--- config.mk ---
export PLATFORM = sky130hd
export DESIGN_NAME = vga_scanout
export DESIGN_NICKNAME = d
export VERILOG_FILES = /design/src/rtl/vga_scanout.sv
export SDC_FILE = /design/constraint.sdc
export NUM_CORES = 1
export LEC_CHECK = 0
export ABC_CLOCK_PERIOD_IN_PS = 4840
export CORE_ASPECT_RATIO = 0.5
export CORE_MARGIN = 5
export CORE_UTILIZATION = 54
export CTS_CLUSTER_SIZE = 12
export DETAILED_ROUTE_END_ITERATION = 10
export PLACE_DENSITY_LB_ADDON = 0.05
export SLEW_MARGIN = 20
export SYNTH_ARGS = -nofsm -noshare
export SYNTH_HDL_FRONTEND = slang
export SYNTH_SLANG_ARGS = --single-unit
--- constraint.sdc ---
create_clock -name clk -period 4.84 [get_ports clk]
set_input_delay 0.968 -clock clk [delete_from_list [all_inputs] [get_ports clk]]
set_output_delay 0.968 -clock clk [all_outputs]
set_load 0.02 [all_outputs]
--- src/rtl/vga_scanout.sv ---
`default_nettype none
// ============================================================================
// Module : vga_scanout
// Walks a 1-bit framebuffer in raster order with VGA timing and runs a
// frame-ready/ack handshake so only completed frames are displayed.
// Rev    : 1.0
// ============================================================================
module vga_scanout #(
    parameter int PIX_DIV  = 2,
    parameter int H_ACTIVE = 640,
    parameter int H_FP     = 16,
    parameter int H_SYNC   = 96,
    parameter int H_BP     = 48,
    parameter int V_ACTIVE = 480,
    parameter int V_FP     = 10,
    parameter int V_SYNC   = 2,
    parameter int V_BP     = 33
) (
    input  logic        clk,
    input  logic        rst,
    output logic [11:0] fb_row,
    output logic [11:0] fb_col,
    input  logic        fb_data,
    input  logic        frame_ready,
    output logic        frame_ack,
    output logic        fb_busy,
    output logic        hsync,
    output logic        vsync,
    output logic        de,
    output logic        pixel
);

    localparam int DIV_W = (PIX_DIV > 1) ? $clog2(PIX_DIV) : 1;

    localparam logic [DIV_W-1:0] c_div_last = DIV_W'(PIX_DIV - 1);
    localparam logic [11:0] c_h_act    = 12'(H_ACTIVE);
    localparam logic [11:0] c_h_last   = 12'(H_ACTIVE + H_FP + H_SYNC + H_BP - 1);
    localparam logic [11:0] c_hs_start = 12'(H_ACTIVE + H_FP);
    localparam logic [11:0] c_hs_end   = 12'(H_ACTIVE + H_FP + H_SYNC);
    localparam logic [11:0] c_v_act    = 12'(V_ACTIVE);
    localparam logic [11:0] c_v_last   = 12'(V_ACTIVE + V_FP + V_SYNC + V_BP - 1);
    localparam logic [11:0] c_vs_start = 12'(V_ACTIVE + V_FP);
    localparam logic [11:0] c_vs_end   = 12'(V_ACTIVE + V_FP + V_SYNC);

    typedef enum logic [1:0] {
        ST_IDLE = 2'd0,
        ST_ACK  = 2'd1,
        ST_SHOW = 2'd2
    } state_t;

    logic [DIV_W-1:0] div_q, div_d;
    logic [11:0]      h_q, h_d;
    logic [11:0]      v_q, v_d;
    state_t           state_q;
    logic             shown_q;
    logic             ack_q;
    logic             de_q, pixel_q, hsync_q, vsync_q;

    logic w_tick;
    logic w_active;
    logic w_vblank_start;

    assign w_tick         = (div_q == c_div_last);
    assign w_active       = (h_q < c_h_act) && (v_q < c_v_act);
    assign w_vblank_start = w_tick && (h_q == 12'd0) && (v_q == c_v_act);

    always_comb begin
        div_d = w_tick ? '0 : div_q + DIV_W'(1);
        h_d   = h_q;
        v_d   = v_q;
        if (w_tick) begin
            if (h_q == c_h_last) begin
                h_d = '0;
                v_d = (v_q == c_v_last) ? '0 : v_q + 12'd1;
            end else begin
                h_d = h_q + 12'd1;
            end
        end
    end

    always_ff @(posedge clk) begin
        if (rst) begin
            div_q <= '0;
            h_q   <= '0;
            v_q   <= '0;
        end else begin
            div_q <= div_d;
            h_q   <= h_d;
            v_q   <= v_d;
        end
    end

    // Blanking addresses park at 0 so the memory always sees a legal address.
    assign fb_row  = w_active ? v_q : 12'd0;
    assign fb_col  = w_active ? h_q : 12'd0;
    assign fb_busy = ~rst & (v_q < c_v_act);

    always_ff @(posedge clk) begin
        if (rst) begin
            de_q    <= 1'b0;
            pixel_q <= 1'b0;
            hsync_q <= 1'b1;
            vsync_q <= 1'b1;
        end else if (w_tick) begin
            de_q    <= w_active;
            pixel_q <= w_active & shown_q & fb_data;
            hsync_q <= ~((h_q >= c_hs_start) && (h_q < c_hs_end));
            vsync_q <= ~((v_q >= c_vs_start) && (v_q < c_vs_end));
        end
    end

    // Handshake is only honoured at the first tick of vblank to avoid tearing.
    always_ff @(posedge clk) begin
        if (rst) begin
            state_q <= ST_IDLE;
            shown_q <= 1'b0;
            ack_q   <= 1'b0;
        end else begin
            ack_q <= 1'b0;
            case (state_q)
                ST_IDLE: begin
                    if (w_vblank_start && frame_ready) begin
                        ack_q   <= 1'b1;
                        state_q <= ST_ACK;
                    end
                end
                ST_ACK: begin
                    shown_q <= 1'b1;
                    state_q <= ST_SHOW;
                end
                ST_SHOW: begin
                    if (w_vblank_start && frame_ready) begin
                        ack_q <= 1'b1;
                    end
                end
                default: state_q <= ST_IDLE;
            endcase
        end
    end

    assign frame_ack = ack_q;
    assign de        = de_q;
    assign pixel     = pixel_q;
    assign hsync     = hsync_q;
    assign vsync     = vsync_q;

endmodule
`default_nettype wire

==> run summary, run 1 <==
Clock Tree Buf Depth: 2
First-pass GRT wire length: 7.48 mm
Setup TNS: 0 ns
Cells along the critical path: nor3_1, and4_1, and2_2, clkdlybuf4s50_1
Avg WL per Cell: 15.4 µm
Fmax: 282 MHz
Total power: 0.620 mW
# IOs: 34
Die width: 91.9 µm
Post-Syn Area: 0.00181 mm²
Max_cap viols: 0
Vias in the first global route: 1537
Synth Flop Type: dfxtp_1
CTS root buffer: clkbuf_8
Switching pwr: 0.129 mW
Fin nets: 256
Finished Cell Area: 0.00221 mm²
Share of cells above drive strength 1: 7.23%
Reg power frac: 45.0%
Max VDD drop: 0.139 mV
CP endpoint kind: output port
Crit Path Max Fanout: 21
Flop2flop setup slack: 2.48 ns
Row cnt: 14
Cells after synthesis: 225
Final Hold Vio Count: 0
Data arrival, critical path: 2.58 ns
Reg2Reg Capture Point: v_q[9]
Estimated wirelength of the detail-placed design: 3.10 mm
Sink of the worst hold path: pixel
Final core utilization: 71.4%
TritonCTS Buffers: 5
Setup crit start kind: register
PortBufs: 28
DP Cell Count: 281
Initial DRC Count: 56
Cell variety after synth: 43
Die Area: 0.00468 mm²
Synth-to-Final Area Change: 22.2%
CP max stage cell: and4_1
Synth top area cells: dfxtp_1 (36%), and2_1 (6.6%), nor2_1 (4.6%)
#FFs+latches synth: 33
Post-CTS sizing: 0
Largest net degree at the start of global routing: 26
Static Leakage: 0.750 nW
Max Slew Vio Count: 0
Switching part of the total: 20.8%
GPL Wtd Cong: 0.839
Initial Utilization: 58.4%
CP peak stage delay: 0.71 ns
Setup-failing EPs final: 0
Worst-case reg-to-reg path depth: 4
CTS Sinks: 33
Pre-CTS WS: 1.56 ns
Sequential area share after synthesis: 36.5%
HP Start: pixel
YS warnings: 0
Avg Inst Size Synth: 8.05 µm²
Slew @ Worst Pin: 0.682 ns
Routed Antenna Nets: 0
DP Area: 0.00208 mm²
Global route overflow: 0
Async SR Flop Fraction: 0%
Hold WS: 0.478 ns
Hold path depth: 2
Outcome: complete, no violations
Pre-Repair DR Iteration Count: 4
Total number of vias: 1682
Gate power share: 4.8%
Top-area cell type share of the netlist area: 36.5%
Vias/cell: 5.82
Cell-internal power: 0.492 mW
WS Path Type: register to output port
Hold buffers post-CTS: 0
Clk_lat worst skew: 0.29 ns
Clock Skews: 0.00703 ns
Final period util: 73.2%
Setup ws final: 1.30 ns
Core Area: 0.00310 mm²
CTS tree: done
N_diodes: 0
Fin crit period: 3.54 ns
# H-tree levels: 2
Drt drc: 0
Worst slew margin relative to its limit: 54.2%
Worst EP required: 3.87 ns
Die height: 51.0 µm
Clock share of power: 50.2%
Pwr Density: 280 mW/mm²
Yosys top cell by area: dfxtp_1
Worst r2r src: div_q
Worst min-delay path class: register to register
WL final: 4.47 mm
Clock slew at reported path FFs: 0.07 ns
Gr usage total: 20.1%
Final Non-Filler Cells: 289
RSZ-0062 raised after global routing: no
Number of synthesized flops with an enable pin: 0
Fill count: 246
Post-CTS setup buffers: 0
Initial antenna violation count: 0
==> worst max-delay path, delay by kind of cell (launching register included) <==
kind          cells  cell delay, ns
buf+inv           1            0.60
flops             1            0.35
simple gates      3            1.33
==> worst max-delay path by stage <==
stage / start / to / slack [ns] / cells after the start
floorplan: rst / fb_busy / 2.20 / 3
global placement: rst / fb_busy / 1.55 / 4
detailed placement: rst / fb_busy / 1.56 / 4
CTS: v_q[10] / fb_col[5] / 1.35 / 4
global route: v_q[10] / fb_col[5] / 1.18 / 4
finish: v_q[10] / fb_col[5] / 1.30 / 4
==> cell usage in the layout, fill, tap and decap left out, types with 5 or more instances in the layout <==
cell type,instances
nand4_1,7
nand3_1,12
a21oi_1,16
or3_1,5
clkdlybuf4s50_1,28
and2_1,19
nand2b_1,5
inv_1,8
nand2_1,16
conb_1,5
nor3_1,6
dfxtp_1,33
clkbuf_8,5
nor2_1,22
xnor2_1,7
==> power groups by stage <==
| stage | clock network [mW] | logic (mW) | registers, mW |
|---|---|---|---|
| after global placement | 0 | 0.0289 | 0.285 |
| after global routing | 0.327 | 0.0327 | 0.280 |
| after CTS | 0.313 | 0.0300 | 0.279 |
| final | 0.312 | 0.0299 | 0.279 |
| after floorplan | 0 | 0.0223 | 0.284 |
| after detailed placement | 0 | 0.0297 | 0.285 |
==> layout make-up <==
class	count	area, µm²	share of cell area [%]
multi-input cells	171	1050	47.5
flip-flops and latches	33	661	29.8
repair buffers	29	288	13.0
clock buffers	5	68.8	3.11
clock inverters	3	65.1	2.94
well taps	40	50.0	2.26
inverters	8	30.0	1.36
==> cell usage after synthesis, types with 5 or more instances <==
cell      count
buf_4         5
inv_1         8
dfxtp_1      33
nand2b_1      5
clkbuf_1     11
and2_1       19
nor3_1        6
or3_1         5
nand3_1      12
xnor2_1       7
nand4_1       7
nor2_1       22
a21oi_1      16
nand2_1      16
==> flip-flops by register name, indices dropped and copies added, names as in the netlist <==
name	flops
de	1
v_q	12
h_q	12
frame_ack	1
vsync	1
div_q	1
state_q	2
shown_q	1
hsync	1
pixel	1
==> metal layers <==
layer  track usage, %  share of wire [%]
met3             6.01                7.9
met1             27.1                 49
met5                0                  0
met4             5.17               0.69
met2             31.9                 42
==> logic make-up (layout without fill, tap and decap cells) <==
family | count (synthesis) | after routing | synth area share (%)
XOR/XNOR | 11 | 11 | 5.32
flip-flops | 33 | 33 | 36.5
AND/OR/NAND/NOR | 116 | 116 | 36.3
AO/OA/AOI/OAI | 34 | 34 | 12.1
other | 1 | 5 | 0.207
multiplexers | 1 | 1 | 0.553
buffers and inverters | 25 | 45 | 6.28
adder cells (fa/ha/maj) | 4 | 4 | 2.76
No activity file was read; power rests on OpenSTA's default activity.
==> run 2: changes to the inputs <==
--- a/config.mk
+++ b/config.mk
@@ -5,10 +5,10 @@
 export SDC_FILE = /design/constraint.sdc
 export NUM_CORES = 1
 export LEC_CHECK = 0
-export ABC_CLOCK_PERIOD_IN_PS = 4840
+export ABC_CLOCK_PERIOD_IN_PS = 3000
 export CORE_ASPECT_RATIO = 0.5
 export CORE_MARGIN = 5
-export CORE_UTILIZATION = 54
+export CORE_UTILIZATION = 47
 export CTS_CLUSTER_SIZE = 12
 export DETAILED_ROUTE_END_ITERATION = 10
 export PLACE_DENSITY_LB_ADDON = 0.05
==> constraint.sdc (replaced) <==
create_clock -name clk -period 3 [get_ports clk]
set_input_delay 0.6 -clock clk [delete_from_list [all_inputs] [get_ports clk]]
set_output_delay 0.6 -clock clk [all_outputs]
set_load 0.02 [all_outputs]
==> run 2 against run 1 <==
Cell area grew 0.85%. Register-to-register slack lost 1.7 ns. Hold slack gained 0.0053 ns. Clock skew grew 0.0019 ns. First-iteration DRC count grew 16%. Clock power grew 38%. Sequential cell count is the same. Combinational power grew 79%. Total power grew 50%. Highest routed layer unchanged. Critical path depth grew 1. Via count shrank 1.5%. Worst setup slack lost 1.1 ns.
==> run summary, run 2 (same netlist as run 1, synthesis figures left out) <==
RSZ-0062 raised after global routing: no
Worst EP required: 2.40 ns (-1.47 ns)
Flop2flop setup slack: 0.77 ns (-1.71 ns)
CP Launch Point: v_q[10]
Die height: 53.9 µm (+5.8%)
Crit Path Max Fanout: 16 (-24%)
Initial Utilization: 50.8% (-7.6 points)
N_diodes: 0 (unchanged)
CTS Sinks: 33 (unchanged)
Clock Tree Buf Depth: 2 (unchanged)
Pre-Repair DR Iteration Count: 4 (unchanged)
Final period util: 94.7%
Final Hold Vio Count: 0 (unchanged)
Post-CTS setup buffers: 0 (unchanged)
Clock slew at reported path FFs: 0.08 ns (about the same)
# H-tree levels: 2 (unchanged)
Multi-input gate area: 0.00105 mm² (+0.12%)
Setup ws final: 0.159 ns (-1.14 ns)
HP Start: shown_q
Pwr Density: 417 mW/mm² (+49%)
First-pass GRT wire length: 7.62 mm (+1.8%)
Initial antenna violation count: 0 (unchanged)
Max_cap viols: 0 (unchanged)
Finished Cell Area: 0.00223 mm² (+0.85%)
Worst-case reg-to-reg path depth: 5 (+1)
Fill count: 322 (+31%)
Gr usage total: 18.5% (-1.6 points)
DP Area: 0.00212 mm² (+1.7%)
Data arrival, critical path: 2.24 ns (-0.34 ns)
Pre-CTS WS: 0.468 ns (-1.09 ns)
Max VDD drop: 0.252 mV (+81%)
Final Non-Filler Cells: 303 (+4.8%)
Sink of the worst hold path: shown_q
CTS root buffer: clkbuf_8
Hold path depth: 2 (unchanged)
Vias in the first global route: 1552 (+0.98%)
Largest net degree at the start of global routing: 25 (-3.8%)
WS Path Type: register to output port
Clk_lat worst skew: 0.30 ns (about the same)
Row cnt: 15 (+1)
# IOs: 34 (unchanged)
Initial DRC Count: 65 (+16%)
Fin nets: 259 (+1.2%)
Die Area: 0.00527 mm² (+13%)
Fmax: 352 MHz
Avg WL per Cell: 15.0 µm (-2.7%)
Slew @ Worst Pin: 0.699 ns (+0.0173 ns)
Most frequent cells in the layout: dfxtp_1 (33), clkdlybuf4s50_1 (28), nor2_1 (22), and2_1 (19)
Die width: 97.8 µm (+6.4%)
Worst slew margin relative to its limit: 53.0% (-1.2 points)
TritonCTS Buffers: 5 (unchanged)
Worst r2r src: h_q[0]
Routed Antenna Nets: 0 (unchanged)
Max Slew Vio Count: 0 (unchanged)
Core Area: 0.00357 mm² (+15%)
Worst min-delay path class: register to register
Setup crit start kind: register
GPL Wtd Cong: 0.837 (-0.23%)
Synth-to-Final Area Change: 23.3%
Largest regs: h_q: 12 flops, v_q: 12 flops, state_q: 2 flops
PortBufs: 28 (unchanged)
Hold WS: 0.483 ns (+0.00530 ns)
Share of cells above drive strength 1: 8.73% (+1.5 points)
Outcome: complete, no violations
CP endpoint kind: output port
Setup-failing EPs final: 0 (unchanged)
Setup TNS: 0 ns (unchanged)
Reg2Reg Capture Point: v_q[9]
Global route overflow: 0 (unchanged)
WL final: 4.56 mm (+2.0%)
Total power: 0.931 mW (+50%)
Fin crit period: 2.84 ns
Area of all sequential standard cells: 661 µm² (unchanged)
Drt drc: 0 (unchanged)
Clock Skews: 0.00890 ns (+0.00187 ns)
Final core utilization: 62.6% (-8.8 points)
Most common cell after layout, fill and taps aside: dfxtp_1
DP Cell Count: 295 (+5.0%)
Estimated wirelength of the detail-placed design: 3.20 mm (+3.2%)
Vias/cell: 5.47 (-6.0%)
Total number of vias: 1657 (-1.5%)
CTS tree: done
Static Leakage: 0.752 nW (+0.17%)
-- run 2: layout make-up --
class                   instances  share of cell area [%]
flip-flops and latches         33                    29.6
clock inverters                 3                    2.07
repair buffers                 32                    13.9
multi-input cells             171                    47.2
inverters                       8                    1.34
well taps                      51                    2.86
clock buffers                   5                    3.08
-- run 2: worst max path at each step --
stage	to	slack [ns]	cells past startpoint
finish	fb_col[2]	0.16	5
global route	fb_col[7]	0.007	5
CTS	fb_col[2]	0.14	5
detailed placement	fb_col[2]	0.47	5
global placement	fb_col[7]	0.52	5
floorplan	v_q[6]	0.96	4
-- run 2: report_power, final --
part	internal [mW]	leakage, nW	switching, mW
clock network	0.249	0.0543	0.183
logic	0.0219	0.431	0.0315
registers	0.442	0.267	0.00431
-- run 2: routing by layer --
metal / track usage [%] / wire, µm / vias to the layer above
li1: - / - / 837
met1: 24.8 / 2290 / 751
met2: 29.7 / 1870 / 59
met3: 5.17 / 337 / 10
met4: 5.52 / 56 / 0
met5: 0 / 0 / -
-- run 2: timing repair --
action                                  4_1_cts  5_1_grt
endpoints found under the setup margin        0        9
hold buffers                                  0        0
gates resized for setup                       0        2
-- run 2: worst max-delay path, stage by stage (launching register included) --
cell	delay [ns]
dfxtp_1	0.35
nor3_1	0.30
and4_2	0.33
buf_4	0.21
and2_1	0.16
clkdlybuf4s50_1	0.61
